### src/rtl/base_acredit_pkg.sv
// Shared constants and helpers for the multi-channel credit source.
// Imported by the arbiter and the top-level wrapper.
package base_acredit_pkg;

  localparam int rst_ptr = 0;

  function automatic int chid_width(input int n);
    return (n > 1) ? $clog2(n) : 1;
  endfunction

endpackage

### src/rtl/base_incdec.sv
// Up/down counter with load; a simultaneous increment and decrement cancel.
module base_incdec #(
  parameter int               width = 3,
  parameter logic [width-1:0] rstv  = '0
) (
  input  logic             clk,
  input  logic             reset,
  input  logic             i_set_v,
  input  logic [width-1:0] i_set_d,
  input  logic             i_inc,
  input  logic             i_dec,
  output logic [width-1:0] o_cnt
);

  always_ff @(posedge clk) begin
    if (reset)
      o_cnt <= rstv;
    else if (i_set_v)
      o_cnt <= i_set_d;
    else if (i_inc && !i_dec)
      o_cnt <= o_cnt + width'(1);
    else if (i_dec && !i_inc)
      o_cnt <= o_cnt - width'(1);
  end

endmodule

### src/rtl/base_rr_arb.sv
// Round-robin arbiter: grants the first request at or after the pointer,
// and moves the pointer past the winner when the grant is accepted.
module base_rr_arb
  import base_acredit_pkg::*;
#(
  parameter int ways = 2,
  parameter int id_w = chid_width(ways)
) (
  input  logic            clk,
  input  logic            reset,
  input  logic [ways-1:0] i_req,
  input  logic            i_adv,
  output logic            o_v,
  output logic [ways-1:0] o_gnt,
  output logic [id_w-1:0] o_id
);

  logic [id_w-1:0] ptr;
  logic            found;
  int              idx;

  assign o_v = |i_req;

  always_comb begin
    o_gnt = '0;
    o_id  = '0;
    found = 1'b0;
    idx   = 0;
    for (int i = 0; i < ways; i++) begin
      idx = int'(ptr) + i;
      if (idx >= ways)
        idx = idx - ways;
      if (!found && i_req[id_w'(idx)]) begin
        found              = 1'b1;
        o_gnt[id_w'(idx)]  = 1'b1;
        o_id               = id_w'(idx);
      end
    end
  end

  // Pointer only moves on an accepted grant so a stalled grant stays put.
  always_ff @(posedge clk) begin
    if (reset)
      ptr <= id_w'(rst_ptr);
    else if (i_adv && o_v)
      ptr <= (int'(o_id) == ways - 1) ? '0 : o_id + id_w'(1);
  end

endmodule

### src/rtl/base_vlat.sv
// One-cycle register stage cleared by reset.
module base_vlat #(
  parameter int width = 1
) (
  input  logic             clk,
  input  logic             reset,
  input  logic [width-1:0] i_d,
  output logic [width-1:0] o_d
);

  always_ff @(posedge clk) begin
    if (reset)
      o_d <= '0;
    else
      o_d <= i_d;
  end

endmodule

### src/rtl/base_acredit_mc_src.sv
// Multi-channel credit source: per-channel credit counters feeding a
// round-robin merge onto one valid/ready output.
module base_acredit_mc_src
  import base_acredit_pkg::*;
#(
  parameter int channels    = 2,
  parameter int width       = 8,
  parameter int credits     = 4,
  parameter int log_credits = $clog2(credits + 1),
  parameter int chid_w      = chid_width(channels)
) (
  input  logic                            clk,
  input  logic                            reset,
  input  logic [channels-1:0]             i_v,
  output logic [channels-1:0]             i_r,
  input  logic [channels*width-1:0]       i_d,
  input  logic [channels-1:0]             o_c,
  input  logic                            o_r,
  output logic                            o_v,
  output logic [width-1:0]                o_d,
  output logic [chid_w-1:0]               o_ch,
  output logic [channels*log_credits-1:0] o_cnt,
  output logic                            o_idle,
  output logic                            o_err
);

  localparam logic [log_credits-1:0] cmax = log_credits'(credits);

  logic [channels-1:0]    s1_c, elig, gnt, xfer, full, inc, ovf;
  logic [log_credits-1:0] cnt [channels];
  logic                   arb_v;
  logic [chid_w-1:0]      gnt_id;

  base_vlat #(.width(channels)) u_lat (
    .clk   (clk),
    .reset (reset),
    .i_d   (o_c),
    .o_d   (s1_c)
  );

  // A returned credit on a full counter is dropped unless a beat leaves the same cycle.
  for (genvar k = 0; k < channels; k++) begin : g_ch
    assign elig[k] = i_v[k] & (cnt[k] != '0);
    assign full[k] = (cnt[k] == cmax);
    assign ovf[k]  = s1_c[k] & full[k] & ~xfer[k];
    assign inc[k]  = s1_c[k] & ~ovf[k];
    assign o_cnt[k*log_credits +: log_credits] = cnt[k];

    base_incdec #(.width(log_credits), .rstv(cmax)) u_cnt (
      .clk     (clk),
      .reset   (reset),
      .i_set_v (1'b0),
      .i_set_d ('0),
      .i_inc   (inc[k]),
      .i_dec   (xfer[k]),
      .o_cnt   (cnt[k])
    );
  end

  base_rr_arb #(.ways(channels), .id_w(chid_w)) u_arb (
    .clk   (clk),
    .reset (reset),
    .i_req (elig),
    .i_adv (o_r),
    .o_v   (arb_v),
    .o_gnt (gnt),
    .o_id  (gnt_id)
  );

  assign o_v    = arb_v;
  assign o_ch   = gnt_id;
  assign i_r    = gnt & {channels{o_r}};
  assign xfer   = i_v & i_r;
  assign o_idle = (&full) & ~(|s1_c);

  always_comb begin
    o_d = '0;
    for (int k = 0; k < channels; k++)
      if (gnt[k])
        o_d = i_d[k*width +: width];
  end

  always_ff @(posedge clk) begin
    if (reset)
      o_err <= 1'b0;
    else if (|ovf)
      o_err <= 1'b1;
  end

endmodule
### config.mk
export PLATFORM = sky130hd
export DESIGN_NAME = base_acredit_mc_src
export DESIGN_NICKNAME = d
export VERILOG_FILES = /design/src/rtl/base_acredit_pkg.sv /design/src/rtl/base_incdec.sv /design/src/rtl/base_rr_arb.sv /design/src/rtl/base_vlat.sv /design/src/rtl/base_acredit_mc_src.sv
export SDC_FILE = /design/constraint.sdc
export NUM_CORES = 1
export LEC_CHECK = 0
export ABC_AREA = 1
export ABC_CLOCK_PERIOD_IN_PS = 2500
export CORE_MARGIN = 2
export CORE_UTILIZATION = 34
export CTS_BUF_LIST = sky130_fd_sc_hd__clkbuf_4 sky130_fd_sc_hd__clkbuf_8 sky130_fd_sc_hd__clkbuf_16
export DETAILED_ROUTE_END_ITERATION = 6
export PLACE_DENSITY_LB_ADDON = 0.12
export SYNTH_ARGS = -nofsm -noshare
export SYNTH_HDL_FRONTEND = slang
export SYNTH_SLANG_ARGS = --single-unit
### constraint.sdc
create_clock -name clk -period 2.5 [get_ports clk]
set_clock_uncertainty 0.05 [all_clocks]
set_input_delay 0.5 -clock clk [delete_from_list [all_inputs] [get_ports clk]]
set_output_delay 0.5 -clock clk [all_outputs]
set_load 0.01 [all_outputs]
======== After elaboration in Yosys (flattened, before gate mapping) ========
Index checks and enable logic that the tools add are counted.
word-level totals
  flip-flop bits (word level) ............. 10
  input bits .............................. 23
  logic and storage cells ................. 81
  output and inout port bits .............. 20
operators by class
  equal/unequal tests ..................... 2
  muxes and demuxes ....................... 22
  reductions and logical operators ........ 21
  $add $sub $neg .......................... 8
  bitwise logic cells ..................... 17
  $lt $le $gt $ge ......................... 6
operator list
  kind                 count
  $mux 8               2
  $mux 1               12
  $mux 3               4
  $and 1x1->1          9
  $logic_and 1x1->1    8
  $add 3x1->3 const B  2
  $eq 3x3->1 const B   2
  $lt 1x3->1 const B   2
  $reduce_bool 3->1    2
  $reduce_or 2->1      3
  $sub 3x1->3 const B  2
  $logic_not 1->1      5
  $not 1->1            5
  $and 2x2->2          2
  $mux 2               2
  $reduce_bool 2->1    2
  $add 1x1->2 const B  1
  $demux 1 s1          2
  $ge 1x1->1 const B   2
  $ge 1x2->1 const B   1
  $ge 2x2->1 const B   1
  $or 2x2->2           1
  $reduce_and 2->1     1
  $sub 1x1->1 const B  2
  $add 1x1->1 const B  1

======== Longest topological paths before layout ========
  depth in word-level cells ............... 19
  depth in mapped cells ................... 12
  mapped depth without buffers ............ 12

======== By module ========
From an unflattened synthesis, not the netlist that was laid out.
unflattened totals
  cells, all modules ...................... 152
  area, all modules ....................... 887.1 um^2
by module, submodules not included
  module               sequential area each (um^2)  area each (um^2)  instances  cells each
  base_incdec          60.1                         232.7             2          39
  base_acredit_mc_src  20.0                         284.0             1          54
  base_rr_arb          20.0                         82.6              1          14
  base_vlat            40.0                         55.1              1          6

======== Least setup slack after synthesis ========
No wires, ideal clock.
  path kind ............................... register to register
  from .................................... reg g_ch[0].u_cnt.o_cnt[0]
  to ...................................... reg g_ch[0].u_cnt.o_cnt[2]
  arrival ................................. 1771 ps
  setup time .............................. 123 ps
  data required time ...................... 2327 ps
  clock period less this slack ............ 1944 ps
  buffers on the path ..................... 0
  stages on the path, launching flop included .. 12
  slack ................................... 556 ps
  cell sequence ........................... dfxtp_1 -> nor2_4 -> nand2_4 -> nand4_2 -> a21oi_1 -> ha_1 -> inv_1 -> fa_1 -> nor2_1 -> nor2_1 -> a21oi_1 -> o21ai_0
between the ends
  cells in the longest elaborated chain, start to end .. 17
  elaborated cells between the ends (all ways) .. 29
  classes of those cells .................. 2 x add/sub; 1 x eq/ne; 9 x mux; 9 x bitwise; 8 x reduce/logical
RTL lines
  item                                       RTL line                   text
  start: declaration                         base_incdec.sv:12          output logic [width-1:0] o_cnt
  start signal: assignment                   base_incdec.sv:17          o_cnt <= rstv;
  start signal: assignment                   base_incdec.sv:19          o_cnt <= i_set_d;
  start signal: assignment                   base_incdec.sv:21          o_cnt <= o_cnt + width'(1);
  $reduce_bool 3->1                          base_acredit_mc_src.sv:43  assign elig[k] = i_v[k] & (cnt[k] != '0);
  $and 1x1->1                                base_acredit_mc_src.sv:43
  $mux 1 (not written as such) (2 in a row)  base_rr_arb.sv:33          if (!found && i_req[id_w'(idx)]) begin
  $mux 1                                     base_rr_arb.sv:33
  $logic_not 1->1                            base_rr_arb.sv:33
  $logic_and 1x1->1                          base_rr_arb.sv:33
  $mux 2                                     base_rr_arb.sv:33
  $and 2x2->2                                base_acredit_mc_src.sv:72  assign i_r = gnt & {channels{o_r}};
  $and 2x2->2                                base_acredit_mc_src.sv:73  assign xfer = i_v & i_r;
  $not 1->1                                  base_acredit_mc_src.sv:45  assign ovf[k] = s1_c[k] & full[k] & ~xfer[k];
  $and 1x1->1                                base_acredit_mc_src.sv:45
  $not 1->1                                  base_acredit_mc_src.sv:46  assign inc[k] = s1_c[k] & ~ovf[k];
  $and 1x1->1                                base_acredit_mc_src.sv:46
  $logic_not 1->1                            base_incdec.sv:22          else if (i_dec && !i_inc)
  $logic_and 1x1->1                          base_incdec.sv:22
  $reduce_bool 2->1 (no line)                --
Parallel ways exist; a longest one is shown, timed or not. The select of a mux whose other input is x is not followed.
A chain may end at the register's enable or synchronous reset.

======== Worst setup path after layout ========
  from .................................... in i_v[0]
  to ...................................... out o_ch
between the ends
  cells in the longest elaborated chain, start to end .. 7
  elaborated cells between the ends (all ways) .. 10
  classes of those cells .................. 7 x mux; 1 x bitwise; 2 x reduce/logical
RTL lines
  item                                       RTL line                   text
  start: declaration                         base_acredit_mc_src.sv:14  input logic [channels-1:0] i_v,
  $and 1x1->1 (*)                            base_acredit_mc_src.sv:43
  $mux 1 (not written as such) (2 in a row)  base_rr_arb.sv:33
  $mux 1                                     base_rr_arb.sv:33
  $logic_not 1->1                            base_rr_arb.sv:33
  $logic_and 1x1->1                          base_rr_arb.sv:33
  $mux 1 (*)                                 base_rr_arb.sv:33
  end: declaration                           base_acredit_mc_src.sv:21  output logic [chid_w-1:0] o_ch,
Every way passes the cells marked *; elsewhere a longest branch is shown, timed or not. The select of a mux whose other input is x is not followed.

==> impl_metrics.py <==
metrics = {
    "timing": {
        "layout_min_cycle_time_ns": 2.433,
        "worst_slack_ns": 0.06730,
        "setup_viol": 0,
        "final_max_slew_viol_count": 0,
        "hold_violations": 0,
        "setup_tns_ns": 0,
        "clock.fmax_mhz": 411.1,
        "period_share": 0.9731,
    },
    "logic_synthesis": {
        "synth-simple-area-share": 0.3153,
        "synthMuxAreaShare": 0,
        "yosysTopAreaCell": "dfxtp_1",
        "synth_area_leaders": "dfxtp_1 32%, inv_1 12%, nor2_1 9.6%, fa_1 6.4%, nand2_1 6.0%",
        "syn_inst": 89,
        "synth_nets": 115,
        "async_reset_ff_frac": 0,
        "synth-edff-count": 0,
        "synth.top_cell.area_share": 0.3213,
        "syn_area_um2": 623.1,
        "synthAdderAreaFrac": 0.08434,
        "synth_seq_cells": 10,
        "synth_top_family_by_area": "simple AND/OR/NAND/NOR gates",
        "yosys_warnings": 0,
        "ys_seq_area_frac": 0.3213,
        "syn_avg_cell_area_um2": 7.001,
        "synth_ff_type": "dfxtp_1",
        "netlist-cell-type-count": 24,
        "synth_compound_area_frac": 0.1124,
        "synth-xor-area-share": 0.01406,
    },
    "floorplanning": {
        "dieArea_um2": 2191,
        "num_rows": 15,
        "die_h_um": 46.81,
        "core_um2": 1727,
        "die_w_um": 46.81,
        "design.portCount": 43,
        "start_util": 0.3609,
    },
    "power_and_ir_drop": {
        "power.density_nw_per_um2": 519.2,
        "power.total_uw": 539.2,
        "total_leakage_power_nw": 0.4929,
        "ir_drop_uv": 438.1,
    },
    "setup_path": {
        "cp-end-kind": "primary output",
        "cp_max_fo": 3,
        "r2r_setup_slack_ns": 0.46,
        "crit_required_ns": 1.95,
        "path_class": "primary input to primary output",
        "worstPathArrival_ns": 1.88,
        "cp-start-kind": "primary input",
    },
    "finish": {
        "drive_above_1_share": 0.1496,
        "n_fill_cell": 179,
        "area_growth_pct": 66.67,
        "multiInputGateArea_um2": 339.1,
        "final_nets": 154,
        "ff_latch_area_um2": 200.2,
        "num_antenna_cells": 0,
    },
    "route": {
        "ant_nets": 0,
        "first_pass_iters": 4,
        "drt_wl_total_um": 1449,
        "drc": 0,
        "drtIter0Drc": 9,
        "vias": 642,
        "routed_via_density": 4.224,
        "wl_per_cell_um": 9.533,
    },
    "cts": {
        "tritoncts": "done",
        "ctsHtreeMaxLevel": 1,
        "ctsRootBufferMaster": "clkbuf_4",
        "clk_latency_ns": 0.26,
        "cts_sinks": 10,
        "holdBufCountCts": 0,
        "cts_buffers": 3,
        "clock_path_buffers": 2,
        "path_clk_slew_ns": 0.07,
    },
    "global_routing": {
        "grt_pass1_wl_um": 2235,
        "grt_antenna_before_repair": 0,
        "grt-ovfl-total": 0,
        "grt_usage": 0.1402,
        "grt_max_degree": 9,
        "grt_pass1_vias": 553,
    },
    "placement": {
        "dp_slack_ns": 0.01593,
        "routabilityCongestion": 0.7332,
        "port_buffers": 33,
        "hpwl_um": 1166,
    },
    "hold_path": {
        "hold_path_class": "register to register",
    },
    "flow_run": {
        "cap_violations": 0,
    },
    "outcome": {
        "outcome": "complete, no violations",
    },
}
registers in the layout (all words and copies together) (netlist names):
signal,cells
g_ch.u_cnt.o_cnt,6
o_err,1
u_arb.ptr,1
u_lat.o_d,2
per-layer routing:
metal | GRT usage | vias to the layer above | part of all wire
met5 | 0 | - | 0
met4 | 0.03333 | 0 | 0
met3 | 0.04231 | 0 | 0.097
met2 | 0.2274 | 23 | 0.45
met1 | 0.1835 | 274 | 0.45
li1 | - | 345 | -
layout by cell type, fill, tap and decap left out, types with 2 or more instances in the layout:
master            n
a21oi_1           5
a21oi_2           2
buf_4             3
clkbuf_4          3
clkdlybuf4s50_1  33
dfxtp_1          10
fa_1              2
inv_1            20
nand2_1          10
nand2_2           3
nand3_1           2
nor2_1           16
nor2_2            2
o21ai_0           4
synth_stat cells, types with 2 or more instances:
cell / n
dfxtp_1: 10
fa_1: 2
o21ai_0: 4
nand2_2: 3
a21oi_2: 2
nor2_2: 2
nor2_1: 16
inv_1: 20
nand2_1: 10
nand3_1: 2
a21oi_1: 5
final cells by class:
class | count | share of cell area
Inverter | 21 | 0.07590
Clock buffer | 4 | 0.03494
Multi-Input combinational cell | 56 | 0.3265
Sequential cell | 10 | 0.1928
Tap cell | 25 | 0.03012
Timing Repair Buffer | 36 | 0.3398
final timing paths:
path	from	to	depth (start not counted)
worst min-delay path	g_ch[1].u_cnt.o_cnt[1]	g_ch[1].u_cnt.o_cnt[1]	2
worst max register to register	g_ch[0].u_cnt.o_cnt[0]	g_ch[0].u_cnt.o_cnt[2]	11
worst max-delay path	i_v[0]	o_ch	5
worst min register to register	g_ch[1].u_cnt.o_cnt[1]	g_ch[1].u_cnt.o_cnt[1]	2
critical path: stages:
cell             delay (ns)
clkdlybuf4s50_1        0.56
buf_4                  0.15
nand2_2                0.06
nor2_1                 0.08
clkdlybuf4s50_1        0.54
metrics by stage:
| step | hold slack [ns] | std cells | area [µm²] | util |
|---|---|---|---|---|
| 2_1_floorplan | 0.4497 | 89 | 623.1 | - |
| 3_3_place_gp | 0.4658 | 148 | 994.7 | 0.5761 |
| 3_5_place_dp | 0.4719 | 148 | 994.7 | 0.5761 |
| 4_1_cts | 0.4818 | 152 | 1031 | 0.5971 |
| 5_1_grt | 0.5168 | 152 | 1039 | 0.6014 |
| 6_report | 0.4849 | 152 | 1039 | 0.6014 |
cells by family (layout without fill, tap and decap cells):
kind of cell    count (synthesis)  in the layout
flops                          10             10
xor+xnor                        1              1
simple gates                   39             39
compound gates                 12             12
buf+inv                        23             61
fa+ha+maj                       3              3
other cells                     1              1
where the power goes:
part	internal, mW	switching [mW]	total, mW
clock	0.0883	0.0591	0.147
sequential	0.174	0.0175	0.191
combinational	0.109	0.0918	0.201
total	0.371	0.168	0.539
what timing repair did:
| item | in CTS | in global routing |
|---|---|---|
| setup endpoints to repair | 0 | 5 |
| buffers inserted | 0 | 0 |
| gates resized for setup | 0 | 1 |
(Power assumes the default switching activity.)
